## config.mk

```make
export PLATFORM = sky130hd
export DESIGN_NAME = posit_mult_pipe_flat
export DESIGN_NICKNAME = d
export VERILOG_FILES = /design/src/rtl/posit_mult_pipe_if.sv /design/src/rtl/posit_mult_pipe.sv /design/src/flat_wrapper.sv
export SDC_FILE = /design/constraint.sdc
export NUM_CORES = 1
export LEC_CHECK = 0
export BUFFER_PORTS_ARGS = -buffer_cell sky130_fd_sc_hd__clkbuf_2
export CORE_AREA = 2 2 225 227
export CTS_CLUSTER_SIZE = 8
export DETAILED_ROUTE_END_ITERATION = 10
export DIE_AREA = 0 0 227 229
export REMOVE_ABC_BUFFERS = 1
export SLEW_MARGIN = 0
export SYNTH_ARGS = -nofsm -noshare
export SYNTH_HDL_FRONTEND = slang
export SYNTH_SLANG_ARGS = --single-unit
```

## constraint.sdc

```tcl
create_clock -name clk -period 11.5 [get_ports clk]
set_clock_uncertainty 0.05 [all_clocks]
set_input_delay 1.15 -clock clk [delete_from_list [all_inputs] [get_ports clk]]
set_output_delay 1.15 -clock clk [all_outputs]
set_load 0.05 [all_outputs]
```

## src/rtl/posit_mult_pipe_if.sv

```systemverilog
// Operand/result stream bundle for posit_mult_pipe: valid/ready on both sides plus a sideband tag.
interface posit_mult_pipe_if #(
    parameter int N     = 16,
    parameter int TAG_W = 4
);
    logic             in_valid;
    logic             in_ready;
    logic [N-1:0]     in_a;
    logic [N-1:0]     in_b;
    logic [TAG_W-1:0] in_tag;
    logic             out_valid;
    logic             out_ready;
    logic [N-1:0]     out_p;
    logic [TAG_W-1:0] out_tag;
    logic             out_nar;
    logic             out_zero;

    modport slave (
        input  in_valid, in_a, in_b, in_tag, out_ready,
        output in_ready, out_valid, out_p, out_tag, out_nar, out_zero
    );

    modport master (
        output in_valid, in_a, in_b, in_tag, out_ready,
        input  in_ready, out_valid, out_p, out_tag, out_nar, out_zero
    );
endinterface

```

## src/rtl/posit_mult_pipe.sv

```systemverilog
// Three-stage posit multiplier (decode / multiply / encode+RNE) with valid/ready flow control,
// saturating at maxpos/minpos and carrying a user tag per operation.
module posit_mult_pipe #(
    parameter int N     = 16,
    parameter int ES    = 3,
    parameter int TAG_W = 4
) (
    input logic clk,
    input logic rst_n,
    posit_mult_pipe_if.slave io
);
    localparam int W    = N - 1;
    localparam int MW   = N - ES;
    localparam int FW   = 2 * MW - 1;
    localparam int SW   = $clog2(N) + ES + 3;
    localparam int EW   = (ES > 0) ? ES : 1;
    localparam int BW   = ES + FW;
    localparam int TF   = 1 + BW + N;
    localparam int MAXS = (N - 2) << ES;
    localparam logic [N-1:0] NAR  = {1'b1, {(N-1){1'b0}}};
    localparam logic [N-1:0] MAXP = {1'b0, {(N-1){1'b1}}};
    localparam logic [N-1:0] MINP = {{(N-1){1'b0}}, 1'b1};

    function automatic void decode(input  logic [N-1:0]         x,
                                   output logic                 sgn,
                                   output logic signed [SW-1:0] scale,
                                   output logic [MW-1:0]        mant);
        logic [W-1:0] rem;
        logic [W-1:0] sh;
        int unsigned  run;
        logic         done;
        int           k;
        sgn  = x[N-1];
        rem  = W'(sgn ? -x : x);
        run  = 0;
        done = 1'b0;
        for (int unsigned i = 0; i < W; i++) begin
            if (!done && rem[W-1-i] == rem[W-1]) run++;
            else done = 1'b1;
        end
        k     = rem[W-1] ? int'(run) - 1 : -int'(run);
        // Drop regime run and terminator; exponent then fraction sit left-aligned, missing bits are zero.
        sh    = rem << (run + 1);
        scale = SW'(k * (1 << ES) + int'(sh >> (W - ES)));
        mant  = {1'b1, sh[W-1-ES:0]};
    endfunction

    logic ld1, ld2, ld3;

    logic                 s1_valid, s1_sign, s1_nar, s1_zero;
    logic signed [SW-1:0] s1_sa, s1_sb;
    logic [MW-1:0]        s1_ma, s1_mb;
    logic [TAG_W-1:0]     s1_tag;

    logic                 s2_valid, s2_sign, s2_nar, s2_zero;
    logic signed [SW-1:0] s2_scale;
    logic [FW-1:0]        s2_frac;
    logic [TAG_W-1:0]     s2_tag;

    logic                 o_valid, o_nar, o_zero;
    logic [N-1:0]         o_p;
    logic [TAG_W-1:0]     o_tag;

    assign ld3         = ~o_valid | io.out_ready;
    assign ld2         = ~s2_valid | ld3;
    assign ld1         = ~s1_valid | ld2;
    assign io.in_ready = ld1;
    assign io.out_valid = o_valid;
    assign io.out_p     = o_p;
    assign io.out_tag   = o_tag;
    assign io.out_nar   = o_nar;
    assign io.out_zero  = o_zero;

    logic                 da_s, db_s;
    logic signed [SW-1:0] da_sc, db_sc;
    logic [MW-1:0]        da_m, db_m;

    always_comb begin
        decode(io.in_a, da_s, da_sc, da_m);
        decode(io.in_b, db_s, db_sc, db_m);
    end

    logic [2*MW-1:0]      prod;
    logic [FW-1:0]        frac2;
    logic signed [SW-1:0] scale2;

    always_comb begin
        prod   = s1_ma * s1_mb;
        frac2  = prod[2*MW-1] ? prod[2*MW-2:0] : {prod[2*MW-3:0], 1'b0};
        scale2 = SW'(int'(s1_sa) + int'(s1_sb) + int'(prod[2*MW-1]));
    end

    int            k3;
    int            r3;
    logic [EW-1:0] e3;
    logic [BW-1:0] body;
    logic [TF-1:0] t3;
    logic [2*N-1:0] pack;
    logic [W-1:0]  mag;
    logic          guard, sticky;
    logic [N-1:0]  rnd, enc;

    always_comb begin
        k3     = int'(s2_scale) >>> ES;
        e3     = EW'(int'(s2_scale) - (k3 << ES));
        r3     = (k3 >= 0) ? k3 + 1 : -k3;
        body   = (BW'(e3) << FW) | BW'(s2_frac);
        t3     = {(k3 < 0), body, {N{1'b0}}} >> r3;
        if (k3 >= 0) t3 = t3 | ~({TF{1'b1}} >> r3);
        pack   = {t3[TF-1 -: 2*N-1], |t3[TF-2*N:0]};
        mag    = pack[2*N-1 -: W];
        guard  = pack[N];
        sticky = |pack[N-1:0];
        // Round-up carry ripples through exponent/regime naturally as an integer increment.
        rnd    = {1'b0, mag} + N'(guard & (sticky | mag[0]));
        if (int'(s2_scale) > MAXS || rnd[N-1]) enc = MAXP;
        else if (int'(s2_scale) < -MAXS || rnd == '0) enc = MINP;
        else enc = rnd;
        if (s2_sign) enc = -enc;
    end

    always_ff @(posedge clk or negedge rst_n) begin
        if (!rst_n) begin
            s1_valid <= 1'b0;
            s1_sign  <= 1'b0;
            s1_nar   <= 1'b0;
            s1_zero  <= 1'b0;
            s1_sa    <= '0;
            s1_sb    <= '0;
            s1_ma    <= '0;
            s1_mb    <= '0;
            s1_tag   <= '0;
            s2_valid <= 1'b0;
            s2_sign  <= 1'b0;
            s2_nar   <= 1'b0;
            s2_zero  <= 1'b0;
            s2_scale <= '0;
            s2_frac  <= '0;
            s2_tag   <= '0;
            o_valid  <= 1'b0;
            o_nar    <= 1'b0;
            o_zero   <= 1'b0;
            o_p      <= '0;
            o_tag    <= '0;
        end else begin
            if (ld1) begin
                s1_valid <= io.in_valid;
                if (io.in_valid) begin
                    s1_sign <= da_s ^ db_s;
                    s1_nar  <= (io.in_a == NAR) || (io.in_b == NAR);
                    s1_zero <= (io.in_a == '0) || (io.in_b == '0);
                    s1_sa   <= da_sc;
                    s1_sb   <= db_sc;
                    s1_ma   <= da_m;
                    s1_mb   <= db_m;
                    s1_tag  <= io.in_tag;
                end
            end
            if (ld2) begin
                s2_valid <= s1_valid;
                if (s1_valid) begin
                    s2_sign  <= s1_sign;
                    s2_nar   <= s1_nar;
                    s2_zero  <= s1_zero;
                    s2_scale <= scale2;
                    s2_frac  <= frac2;
                    s2_tag   <= s1_tag;
                end
            end
            if (ld3) begin
                o_valid <= s2_valid;
                if (s2_valid) begin
                    o_tag  <= s2_tag;
                    o_nar  <= s2_nar;
                    o_zero <= ~s2_nar & s2_zero;
                    if (s2_nar)       o_p <= NAR;
                    else if (s2_zero) o_p <= '0;
                    else              o_p <= enc;
                end
            end
        end
    end
endmodule

```

## src/flat_wrapper.sv

```systemverilog
// flat-port wrapper written by rule: the top's interface ports become plain ports
module posit_mult_pipe_flat 
#(
    parameter int N     = 16,
    parameter int ES    = 3,
    parameter int TAG_W = 4
)
  (clk, rst_n, io_in_valid, io_in_a, io_in_b, io_in_tag, io_out_ready, io_in_ready, io_out_valid, io_out_p, io_out_tag, io_out_nar, io_out_zero);
  posit_mult_pipe_if #(.N(N), .TAG_W(TAG_W)) io_i ();
  input logic clk;
  input logic rst_n;
  input wire logic [$bits(io_i.in_valid)-1:0] io_in_valid;
  input wire logic [$bits(io_i.in_a)-1:0] io_in_a;
  input wire logic [$bits(io_i.in_b)-1:0] io_in_b;
  input wire logic [$bits(io_i.in_tag)-1:0] io_in_tag;
  input wire logic [$bits(io_i.out_ready)-1:0] io_out_ready;
  output wire logic [$bits(io_i.in_ready)-1:0] io_in_ready;
  output wire logic [$bits(io_i.out_valid)-1:0] io_out_valid;
  output wire logic [$bits(io_i.out_p)-1:0] io_out_p;
  output wire logic [$bits(io_i.out_tag)-1:0] io_out_tag;
  output wire logic [$bits(io_i.out_nar)-1:0] io_out_nar;
  output wire logic [$bits(io_i.out_zero)-1:0] io_out_zero;
  assign io_i.in_valid = io_in_valid;
  assign io_i.in_a = io_in_a;
  assign io_i.in_b = io_in_b;
  assign io_i.in_tag = io_in_tag;
  assign io_i.out_ready = io_out_ready;
  assign io_in_ready = io_i.in_ready;
  assign io_out_valid = io_i.out_valid;
  assign io_out_p = io_i.out_p;
  assign io_out_tag = io_i.out_tag;
  assign io_out_nar = io_i.out_nar;
  assign io_out_zero = io_i.out_zero;
  posit_mult_pipe #(.N(N), .ES(ES), .TAG_W(TAG_W)) u_core (.clk(clk), .rst_n(rst_n), .io(io_i));
endmodule
```

* Word level (Yosys, flattened, before mapping) *
Index checks and enable logic that the tools add are counted.

storage, ports and cells
  bits in registers = 120
  word-level logic and storage cells = 244

cells by class
  bitwise operators = 14
  muxes and demuxes = 66
  add/sub/neg operators = 43
  order comparisons = 4
  equality and inequality tests = 30
  $mul = 1
  shifts and indexed selects = 4
  reductions and logical operators = 61

operator list
  cell                      number
  $add A32 B1 Y32 const B   27
  $mux W32                  27
  $mux W16                  5
  $shl A15 B32 Y15          2
  $logic_not A16 Y1         3
  $mux W45                  1
  $not A45 Y45              1
  $or A45 B45 Y45           1
  $shr A45 B32 Y45          1
  $shr A45 B32 Y45 const A  1
  $eq A16 B16 Y1 const B    2
  $neg A7 Y32               1
  $mux W15                  2
  $neg A15 Y15              2
  $reduce_or A29 Y1         1
  $eq A1 B1 Y1              28
  $or A28 B25 Y28           1
  $logic_and A1 B1 Y1       26
  $mul A13 B13 Y26          1
  $mux W1                   26
  $mux W25                  1
  $logic_not A1 Y1          24
  $add A10 B4 Y10           2
  $add A15 B16 Y16          1
  21 further kinds          36

* Logic depth before layout (Yosys ltp) *
  word-level depth = 44
  mapped depth = 48
  depth with buffers taken out = 46

* Worst setup path after synthesis *
OpenSTA, ideal clock, no wires.

  path kind = input -> register
  start point = input io_in_b[6]
  end point = register u_core.s1_mb[2]
  data required time = 11328 ps
  cell stages on the path = 47
  buffers on the path = 5
  data arrival time = 10408 ps
  slack = 920 ps
  cells stage by stage = buf_6 -> or4_4 -> buf_6 -> o41ai_4 -> xor2_4 -> buf_4 -> buf_2 -> nor3_1 -> a31oi_1 -> ha_1 -> o21ai_0 -> o21bai_1 -> ha_1 -> o22a_1 -> ha_1 -> mux2_2 -> ha_1 -> nor2_1 -> [... 11 more ...] -> mux2i_1 -> nand2_1 -> nand2_1 -> ha_1 -> nor2_1 -> nor2_1 -> ha_1 -> nand2_1 -> xor2_1 -> nor2_1 -> xor2_1 -> nor3_1 -> o211ai_1 -> mux2_2 -> nor2b_1 -> buf_2 -> and2_1 -> a32o_1

on the way
  word-level cells in the longest chain between the ends = 43
  elaborated cells between the ends (all ways) = 83

ends and longest elaborated chain
  item                                                      line                    source
  start, declared                                           flat_wrapper.sv:14      input wire logic [$bits(io_i.in_b)-1:0] io_in_b;
  $neg A15 Y15                                              posit_mult_pipe.sv:34   rem = W'(sgn ? -x : x);
  $mux W15 *                                                posit_mult_pipe.sv:34
  branches (longest 40 deep; another with $add A32 B1 Y32)  --
  $shl A15 B32 Y15 *                                        posit_mult_pipe.sv:43   sh = rem << (run + 1);
  end signal, assigned                                      posit_mult_pipe.sv:155  s1_mb <= db_m;
  end, declared                                             posit_mult_pipe.sv:52   logic [MW-1:0] s1_ma, s1_mb;

Mark *: on every way between the ends.
A chain may end at the register's enable or synchronous reset.

* Final worst setup path *
  start point = input io_in_b[4]
  end point = register u_core.s1_mb[0]

The elaborated chain is that of the path after synthesis.

==> flow_summary.yaml <==
run_status:
  status: "completed"
clock_network:
  cts_tree: "yes"
  cts_resized: 0
  clockBufferDepth: 2
  cts_max_level: 4
  cts.clk_slew.worst_paths_ps: 60
  cts_buffers: 17
  cts.sinks: 119
  ctsRootBufferMaster: "clkbuf_16"
  cts_hold_buffers: 0
  cts_setup_buffers: 0
  clkLatencyLatePin_ps: 430
logic_synthesis:
  synth_edf_count: 0
  async_flop_share_pct: 100
  yosysSeqAreaShare_pct: 15.1
  synth_area_um2: 19700
  synthFlopType: "dfrtp_1"
  synthTopCellsByArea: "dfrtp_1, fa_1, ha_1"
  synth-seq-cells: 119
  yosys.area.top_type: "dfrtp_1"
  postSynthAreaPerCell_um2: 7.85
  yosysMostFrequentCell: "nand2_1"
  postSynthCellCount: 2512
  ys_warn_count: 0
  synthTopCellsByCount: "nand2_1, inv_1, nor2_1"
  yosysTopAreaCellShare_pct: 15.1
  synth_cell_types: 105
setup_path:
  worstReg2RegStart: "u_core.s1_ma[1]"
  cp_slowest_cell: "or4_1"
  path_max_fanout: 8
  cp.required_ps: 11750
  worstSetupEndpointType: "flop"
  startpoint_type: "primary input"
  max_stage_delay_ps: 690
  crit_top_cell: "ha_1"
  reg2reg_to: "u_core.s2_scale[8]"
  rr_worst_depth: 37
  path_class: "in -> reg"
  r2r_slack_ps: 1980
  critPathArrivalTime_ps: 11160
routing:
  vias: 18600
  dr.pass1.iters: 6
  wl_per_cell_um: 18.3
  ant_nets: 0
  post-route-drc-count: 0
  vias_per_cell: 5.86
  drtIter0Drc: 1533
  routed_wl_um: 58100
cells_and_area:
  antenna_cells: 0
  multi_input_area_um2: 15400
  layout.nets: 2767
  finalNonFillerCells: 3172
  seq_area_um2: 2980
  area_growth_pct: 7.57
  n_fill_cell: 5005
  drive_gt1_share_pct: 9.24
grt:
  grt_overflow: 0
  antenna_found_initial: 0
  grt_pass1_wl_um: 95700
  track_usage_pct: 22.5
  grt_max_degree: 81
  first_global_vias: 18100
sta:
  hold_violations: 0
  fmaxAchievable_mhz: 91.7
  drv_slew: 0
  rsz0062_at_grt: "no"
  holdWs_ps: 418
  setup_viol: 0
  setup_ws_ps: 592
  period_share_pct: 94.9
  fin_crit_ps: 10910
  finalSetupTns_ps: 0
  worst_pin_slew_ps: 1140
  maxSlewHeadroom_pct: 23.4
min_path:
  hold_path.class: "reg -> reg"
  min-delay-start: "u_core.s1_tag[3]"
  min_to: "u_core.s2_tag[3]"
  holdPathStages: 2
floorplanning:
  die_x_um: 227
  rows: 82
  die_h_um: 229
  coreArea_um2: 49700
  io_pins: 64
  start_util_pct: 39.7
  fp.dieArea_um2: 52000
placement:
  place.port_buffers: 63
  dp_worst_setup_slack_ps: 253
  hpwlAfterDp_um: 45300
  dp_cells: 3140
  globalplace.congestion: 0.931
flow_run:
  maxCapViolCount: 0
metrics by stage:
| step | instance area [µm²] | util [%] |
|---|---|---|
| 2_1_floorplan | 19100 | - |
| 3_3_place_gp | 20600 | 41.5 |
| 3_5_place_dp | 20600 | 41.5 |
| 4_1_cts | 21200 | 42.7 |
| 5_1_grt | 21200 | 42.7 |
| 6_report | 21200 | 42.7 |
cell type report:
class	count	area share, %
clock inverters	15	0.785
flip-flops and latches	119	14.0
repair buffers	104	2.95
multi-input cells	2049	72.8
inverters	196	3.47
well taps	672	3.97
clock buffers	17	2.01
kinds of logic after synthesis:
logic type,after synthesis,synth area share [%]
buf+inv,344,6.70
xor+xnor,159,7.49
simple gates,912,22.6
compound gates,628,22.3
fa+ha+maj,241,20.0
flops,119,15.1
mux,109,5.87
routing by layer:
metal / global-route usage (%) / part of all wire (%) / vias to the layer above / routed length [µm]
met2: 37.9 / 48 / 556 / 28000
li1: - / - / 8885 / -
met3: 2.50 / 5.1 / 71 / 2950
met4: 6.25 / 2.2 / 0 / 1260
met1: 30.3 / 44 / 9076 / 25800
met5: 0 / 0 / - / 0
cells in the final DEF (no fill, tap or decap), drive strengths merged, types with 16 or more instances in the layout:
cell    Yosys  final
clkbuf    123     79
nand2     351    351
and3       20     20
a21o       29     29
a211oi     18     18
inv       196    202
a22o       16     16
a221o      20     20
nand2b     31     31
nor2b      20     20
ha        117    117
buf        25     42
dfrtp     119    119
mux2i      75     75
a41oi      17     17
xnor2     104    104
nand4      36     36
and2       79     79
o21a       17     17
nor3       55     55
xor2       53     53
fa        123    123
nor4       16     16
a21oi     120    120
o21ai     143    143
o31ai      25     25
nor2      149    149
or3        26     26
mux2       34     34
o211ai     27     27
nand3      74     74
a31oi      29     29
registers in the layout, indices dropped and copies added, names as in the netlist, 4 cells and up:
register	cells
u_core.io.out_tag	4
u_core.s1_sa	10
u_core.io.out_p	16
u_core.s2_tag	4
u_core.s1_mb	13
u_core.s2_scale	10
u_core.s1_sb	10
u_core.s2_frac	25
u_core.s1_ma	12
u_core.s1_tag	4
worst max path at each step:
stage,end,slack (ps),start
6_report,u_core.s1_mb[0],590,io_in_b[4]
5_1_grt,u_core.s1_sa[2],40,io_in_a[8]
3_3_place_gp,u_core.s1_mb[0],500,io_in_b[4]
3_5_place_dp,u_core.s1_mb[0],250,io_in_b[4]
4_1_cts,u_core.s1_mb[0],660,io_in_b[4]
2_1_floorplan,u_core.s1_sa[0],410,io_in_a[8]
critical path: cells and delay by family:
family / cells / cell delay, ps
adder cells (fa/ha/maj): 10 / 3060
AO/OA/AOI/OAI: 10 / 2250
AND/OR/NAND/NOR: 12 / 2180
multiplexers: 7 / 1610
XOR/XNOR: 1 / 480
buffers and inverters: 3 / 440
Power is left out: the tool's default activity adds up to more than one toggle a clock period on the data nets, which glitch-free logic cannot reach.
